===== src/rtl/powlib_edge_decode_if.sv =====
// powlib_edge_decode_if
//   Bundle for the edge-event decoder.
//   - Event side: pos/neg edge pulses, vld qualifier and clr.
//   - Result side: reconstructed levels q, qvld, err pulses,
//     err_sticky and the saturating violation counter errcnt.
//   - master: drives the events and observes the results.
//   - slave:  the decoder itself.
interface powlib_edge_decode_if #(
  parameter int W  = 1,
  parameter int CW = 8
);
  logic [W-1:0]  pos;
  logic [W-1:0]  neg;
  logic          vld;
  logic          clr;
  logic [W-1:0]  q;
  logic          qvld;
  logic [W-1:0]  err;
  logic [W-1:0]  err_sticky;
  logic [CW-1:0] errcnt;

  modport master (
    output pos, neg, vld, clr,
    input  q, qvld, err, err_sticky, errcnt
  );

  modport slave (
    input  pos, neg, vld, clr,
    output q, qvld, err, err_sticky, errcnt
  );
endinterface


===== src/rtl/powlib_edge_decode.sv =====
// powlib_edge_decode
//   Rebuilds a W-bit level vector from per-bit rising/falling edge pulses.
//   Also flags protocol violations per bit:
//   - a rise while already high,
//   - a fall while already low,
//   - rise and fall in the same cycle.
//   Keeps a sticky per-bit violation record and a saturating count of
//   violating cycles.
// Ports
//   clk  : clock, all state on the rising edge
//   rst  : asynchronous reset, active-low
//   ev   : powlib_edge_decode_if.slave
//          in : pos, neg, vld, clr
//          out: q, qvld, err, err_sticky, errcnt (all registered)
// Parameters
//   W    : vector width
//   INIT : reset value of q
//   EVLD : 1 = events qualified by vld, 0 = always sampled
//   EERR : 1 = violation logic present, 0 = err/err_sticky/errcnt stay 0
//   CW   : errcnt width (saturating)
module powlib_edge_decode #(
  parameter int           W    = 1,
  parameter logic [W-1:0] INIT = '0,
  parameter bit           EVLD = 1'b0,
  parameter bit           EERR = 1'b1,
  parameter int           CW   = 8
) (
  input  logic                clk,
  input  logic                rst,
  powlib_edge_decode_if.slave ev
);

  // Saturating increment: holds at all-ones instead of wrapping.
  function automatic logic [CW-1:0] sat_inc(input logic [CW-1:0] c);
    if (&c) return c;
    else    return c + CW'(1);
  endfunction

  logic          acc_p0;
  logic [W-1:0]  viol_p0;
  logic [W-1:0]  q_nxt_p0;

  logic [W-1:0]  q_p1;
  logic          vld_p1;
  logic [W-1:0]  err_p1;
  logic [W-1:0]  sticky_p1;
  logic [CW-1:0] cnt_p1;

  // ---- stage p0: sample qualification, next level and violation detect ----
  always_comb begin
    acc_p0   = EVLD ? ev.vld : 1'b1;
    viol_p0  = '0;
    q_nxt_p0 = q_p1;
    for (int i = 0; i < W; i++) begin
      unique case ({ev.pos[i], ev.neg[i]})
        2'b10: begin
          q_nxt_p0[i] = 1'b1;
          viol_p0[i]  = q_p1[i];
        end
        2'b01: begin
          q_nxt_p0[i] = 1'b0;
          viol_p0[i]  = ~q_p1[i];
        end
        // Simultaneous rise and fall: ambiguous, so the level holds.
        2'b11:   viol_p0[i] = 1'b1;
        default: ;
      endcase
    end
    if (!EERR) viol_p0 = '0;
  end

  // ---- stage p1: registered outputs ----
  always_ff @(posedge clk or negedge rst) begin
    if (!rst) begin
      q_p1      <= INIT;
      vld_p1    <= 1'b0;
      err_p1    <= '0;
      sticky_p1 <= '0;
      cnt_p1    <= '0;
    end else begin
      vld_p1 <= acc_p0;
      err_p1 <= acc_p0 ? viol_p0 : '0;
      if (acc_p0) q_p1 <= q_nxt_p0;
      // clr wins over a coincident violation: it still pulses err but is
      // neither stuck nor counted.
      if (ev.clr) begin
        sticky_p1 <= '0;
        cnt_p1    <= '0;
      end else if (acc_p0) begin
        sticky_p1 <= sticky_p1 | viol_p0;
        if (|viol_p0) cnt_p1 <= sat_inc(cnt_p1);
      end
    end
  end

  assign ev.q          = q_p1;
  assign ev.qvld       = vld_p1;
  assign ev.err        = err_p1;
  assign ev.err_sticky = sticky_p1;
  assign ev.errcnt     = cnt_p1;

endmodule


===== src/flat_wrapper.sv =====
// flat-port wrapper written by rule: the top's interface ports become plain ports
module powlib_edge_decode_flat 
#(
  parameter int           W    = 1,
  parameter logic [W-1:0] INIT = '0,
  parameter bit           EVLD = 1'b0,
  parameter bit           EERR = 1'b1,
  parameter int           CW   = 8
)
  (clk, rst, ev_pos, ev_neg, ev_vld, ev_clr, ev_q, ev_qvld, ev_err, ev_err_sticky, ev_errcnt);
  powlib_edge_decode_if #(.W(W), .CW(CW)) ev_i ();
  input  logic clk;
  input  logic rst;
  input wire logic [$bits(ev_i.pos)-1:0] ev_pos;
  input wire logic [$bits(ev_i.neg)-1:0] ev_neg;
  input wire logic [$bits(ev_i.vld)-1:0] ev_vld;
  input wire logic [$bits(ev_i.clr)-1:0] ev_clr;
  output wire logic [$bits(ev_i.q)-1:0] ev_q;
  output wire logic [$bits(ev_i.qvld)-1:0] ev_qvld;
  output wire logic [$bits(ev_i.err)-1:0] ev_err;
  output wire logic [$bits(ev_i.err_sticky)-1:0] ev_err_sticky;
  output wire logic [$bits(ev_i.errcnt)-1:0] ev_errcnt;
  assign ev_i.pos = ev_pos;
  assign ev_i.neg = ev_neg;
  assign ev_i.vld = ev_vld;
  assign ev_i.clr = ev_clr;
  assign ev_q = ev_i.q;
  assign ev_qvld = ev_i.qvld;
  assign ev_err = ev_i.err;
  assign ev_err_sticky = ev_i.err_sticky;
  assign ev_errcnt = ev_i.errcnt;
  powlib_edge_decode #(.W(W), .INIT(INIT), .EVLD(EVLD), .EERR(EERR), .CW(CW)) u_core (.clk(clk), .rst(rst), .ev(ev_i));
endmodule

===== config.mk =====
export PLATFORM = sky130hd
export DESIGN_NAME = powlib_edge_decode_flat
export DESIGN_NICKNAME = d
export VERILOG_FILES = /design/src/rtl/powlib_edge_decode_if.sv /design/src/rtl/powlib_edge_decode.sv /design/src/flat_wrapper.sv
export SDC_FILE = /design/constraint.sdc
export NUM_CORES = 1
export LEC_CHECK = 0
export BUFFER_PORTS_ARGS = -buffer_cell sky130_fd_sc_hd__buf_2
export CAP_MARGIN = 20
export CORE_AREA = 2 2 39 41
export DETAILED_ROUTE_END_ITERATION = 10
export DIE_AREA = 0 0 41 43
export PLACE_DENSITY = 0.83
export SYNTH_ARGS = -nofsm -noshare
export SYNTH_HDL_FRONTEND = slang
export SYNTH_SLANG_ARGS = --single-unit

===== constraint.sdc =====
create_clock -name clk -period 1.75 [get_ports clk]
set_input_delay 0.35 -clock clk [delete_from_list [all_inputs] [get_ports clk]]
set_output_delay 0.35 -clock clk [all_outputs]
set_load 0.01 [all_outputs]

# Word-level counts from Yosys, hierarchy flattened
# Index checks and enable logic that the tools add are counted.
# totals
register_bits,12
inputBits,6
elab_cells,22
# classes
add_sub_neg,1
eq_ne,4
muxes,6
bitwise,2
reduce_logical,4
# op_table
op,count
two-way mux 8 bit,3
adder 8 x 1 -> 8 bit (second input constant),1
AND reduction 8 bit,1
equality test 2 bit (second input constant),2
nonzero test 2 bit,2
one-hot mux 1 bit (3 select lines),1
equality test 2 x 1 -> 1 bit (second input constant),1
!= test 2 bit (second input constant),1
one-hot mux 1 bit (2 select lines),1
AND reduction 2 bit,1
two-way mux 1 bit,1
NOT 1 bit,1
bitwise OR 1 bit,1

# Depth between registers and ports, before layout
# depth
ltp_word,4
mapped_depth,5
depth_no_buf,5

# Worst setup path before layout
# OpenSTA, ideal clock, no wires.
# synth_timing
path_kind,register to register
startpoint,reg u_core.cnt_p1[0] (netlist: u_core.ev.errcnt[0])
endpoint,reg u_core.cnt_p1[1] (netlist: u_core.ev.errcnt[1])
setup_time_ns,0.118
arrival_ns,1.260
required_time_ns,1.632
path_slack_ns,0.371
path_stages_with_launch,6
n_path_buf,0
path_cell_list,dfrtp_1 > ha_1 > nand4_4 > o21ai_2 > mux2i_1 > nor2_1
# synth_between
elab_chain_len,4
# synth_rtl
item,line,text
"start, declared",powlib_edge_decode.sv:47,logic [CW-1:0] cnt_p1;
"start signal, assigned",powlib_edge_decode.sv:91,if (|viol_p0) cnt_p1 <= sat_inc(cnt_p1);
adder 8 x 1 -> 8 bit,powlib_edge_decode.sv:36,else return c + CW'(1);
two-way mux 8 bit,powlib_edge_decode.sv:35,if (&c) return c;
two-way mux 8 bit,powlib_edge_decode.sv:91,
two-way mux 8 bit,powlib_edge_decode.sv:86,if (ev.clr) begin
# Parallel ways exist; a longest one is shown, timed or not. The select of a mux whose other input is x is not followed.
# A chain may end at the register's enable or synchronous reset.

# Final worst setup path
# Same ends and word-level chain as after synthesis.

==> out/results.txt <==
Initial antenna violation count = 0
Worst clock skew = 0.00273 ns
Clock Sinks = 12
Post-route ant nets = 0
Vias in the first global route = 415
P_sw = 139 uW
First-pass iteration count of the detailed router = 2
WL per Instance = 11.4 um
Max cap viols = 0
Setup TNS = 0 ns
Outcome = complete, no violations
Port-buffer cells = 16
WL final = 1.02 mm
Worst-path clk slew = 0.06 ns
Via count = 446
Synth Register Bits = 12
GRT overflow = 0
FMAX = 687 MHz
Area of placed instances = 698 um^2
Layout area overhead = 20.7%
Post-synthesis simple-gate area fraction = 21.1%
Syn Nets = 62
Share of cells above drive strength 1 = 32.9%
Worst hold path depth = 2
Pint = 415 uW
Final Util = 52.8%
Pwr Density = 758 nW/um^2
Routability cong. = 0.668
Post-synth cell types = 23
CTS tree = built
Die Ht = 43 um
Worst r2r path cells = 5
TritonCTS buffer count = 3
Adder-Cell Fraction of Synth Area = 4.13%
First-pass GRT wire length = 1.73 mm
Area occupied by multi-input gates = 290 um^2
Final hold vios = 0
Mapped Avg Cell Area = 11.2 um^2
Sw Share = 25.1%
DRT iter0 DRCs = 2
Htree depth = 1
Min Hold Slack = 0.363 ns
Hold Crit Endpoint = u_core.ev.err_sticky$_DFF_PN0_
Chip Width = 41 um
Clock power share = 27.3%
Hpwl dp = 831 um
Pins Over Slew Limit = 0
Clk root buf = clkbuf_4
Bufs on Longest Clock Path = 2
RSZ-0062 raised after global routing = false
Fillers = 134
CP arrival = 1.60 ns
HP Class = in2reg
Combinational fraction of design power = 16.5%
Post-synthesis xor/xnor area fraction = 5.79%
Nets@finish = 83
Pin count of the biggest net entering global routing = 13
Min cycle time layout = 1.46 ns
Period utilization = 83.2%
Peak VDD IR = 0.370 mV
Drt drc = 0
R2R Setup Slk = 0.29 ns
FF/Latch Area = 300 um^2
YS warnings = 0
Site Rows = 14
DR vias/cell = 5.01
Fin cells = 89
Sequential share of power = 56.3%
Worst-skew pair later-pin latency = 0.25 ns
Worst Path Max Fanout = 6
Placeable Area = 1380 um^2
Post-synthesis mux area share = 9.09%
Cells after Synth = 54
Crit Path Class = reg2reg
Hold Crit Start = ev_clr
Die Area = 1760 um^2
Total GRT Usage = 15.6%
Main combinational cell family by area after synthesis = simple AND/OR/NAND/NOR gates
Placed cells = 85
Diodes inserted = 0
Syn Std Cell Area = 606 um^2
CP required = 1.89 ns
Final instance area = 731 um^2
CP startpoint kind = flop
Leak Pwr = 0.000385 uW
R2R Path End = u_core.ev.errcnt[1]$_DFFE_PN0P_
Post-synthesis sequential area ratio = 49.6%
Compound-Gate Fraction of Synth Area = 7.23%
Reg2reg start = u_core.ev.errcnt[0]$_DFFE_PN0P_
I/O pins = 18
Initial Utilization = 43.8%
# Post-CTS Setup Buffers = 0
Endpoint class of the critical path = flop
Final setup vio count = 0
## critical path, stage by stage, from the launching register on
cell and delay (ns):
dfrtp_1 0.41, ha_1 0.26, nand4_4 0.17, o21ai_2 0.23, mux2i_1 0.22, nor2_1 0.06
## cell type report
cell class | count | area share [%]
inverter | 2 | 1.03
timing repair buffer | 17 | 12.3
tap | 16 | 2.74
clock buffer | 3 | 3.08
multi-input combinational | 39 | 39.7
sequential | 12 | 41.1
## per-stage QoR
step | total power [uW] | setup slack, ns
2_1_floorplan | 370 | 0.371
3_3_place_gp | 404 | 0.335
3_5_place_dp | 408 | 0.297
4_1_cts | 564 | 0.287
5_1_grt | 592 | 0.183
6_report | 554 | 0.294
## layer usage
layer	GRT usage, %	vias to the layer above	routed length [um]
met5	0	-	0
met4	12.0	0	17
met3	3.14	2	37
met2	22.5	11	517
met1	19.3	207	446
li1	-	226	-
## state kept, by name, summed over array words and instances, names as in the netlist
signal                cells
u_core.ev.errcnt          8
u_core.ev.err_sticky      1
u_core.ev.q               1
u_core.ev.err             1
u_core.ev.qvld            1
## Yosys cell counts
master,count,area [um^2]
and2_1,1,6.26
and3_1,1,6.26
and4_1,1,8.76
buf_4,1,7.51
conb_1,1,3.75
dfrtp_1,12,300
ha_1,2,25.0
inv_1,2,7.51
mux2_4,1,15.0
mux2i_1,4,40.0
nand2_1,3,11.3
nand2b_1,1,6.26
nand3_1,1,5.00
nand4_1,2,12.5
nand4_4,1,21.3
nor2_1,10,37.5
nor3b_2,1,12.5
o2111ai_2,1,15.0
o211ai_1,2,15.0
o21ai_0,1,5.00
o21ai_2,1,8.76
xnor2_1,1,8.76
xor2_1,3,26.3
## repair_timing
action / 4_1_cts / 5_1_grt
hold endpoints to repair: 12 / 0
resized for setup: 0 / 0
hold buffers: 1 / 0
## cell families after synthesis
group                      Yosys count
xor gates and xnor gates             4
muxes                                5
buffers and inverters                3
DFF                                 12
adders and majority gates            2
AOI/OAI and AO/OA                    5
and+or+nand+nor                     22
other                                1
## worst max-delay path by stage
stage | cells past startpoint | startpoint | slack [ns] | to
6_report | 5 | u_core.ev.errcnt[0]$_DFFE_PN0P_ | 0.29 | u_core.ev.errcnt[1]$_DFFE_PN0P_
5_1_grt | 5 | u_core.ev.errcnt[0]$_DFFE_PN0P_ | 0.18 | u_core.ev.errcnt[1]$_DFFE_PN0P_
4_1_cts | 5 | u_core.ev.errcnt[0]$_DFFE_PN0P_ | 0.29 | u_core.ev.errcnt[1]$_DFFE_PN0P_
3_5_place_dp | 5 | u_core.ev.errcnt[0]$_DFFE_PN0P_ | 0.30 | u_core.ev.errcnt[1]$_DFFE_PN0P_
3_3_place_gp | 5 | u_core.ev.errcnt[0]$_DFFE_PN0P_ | 0.34 | u_core.ev.errcnt[6]$_DFFE_PN0P_
2_1_floorplan | 5 | u_core.ev.errcnt[0]$_DFFE_PN0P_ | 0.37 | u_core.ev.errcnt[1]$_DFFE_PN0P_
## cell usage in the layout (no fill, tap or decap), types with 2 or more instances in the layout
cell,instances
buf_2,16
dfrtp_1,12
o211ai_1,2
nand2_1,3
ha_1,2
clkbuf_4,3
nand4_1,2
xor2_1,3
nor2_1,10
mux2i_1,4
inv_1,2
## power by group through the flow
stage	Sequential, uW	Clock (uW)	Combinational, uW
after detailed placement	317	0	90.8
after floorplan	325	0	44.7
after global routing	315	173	104
after CTS	312	159	93.1
after global placement	317	0	87.4
final	312	151	91.2
No activity file was read; power rests on OpenSTA's default activity.
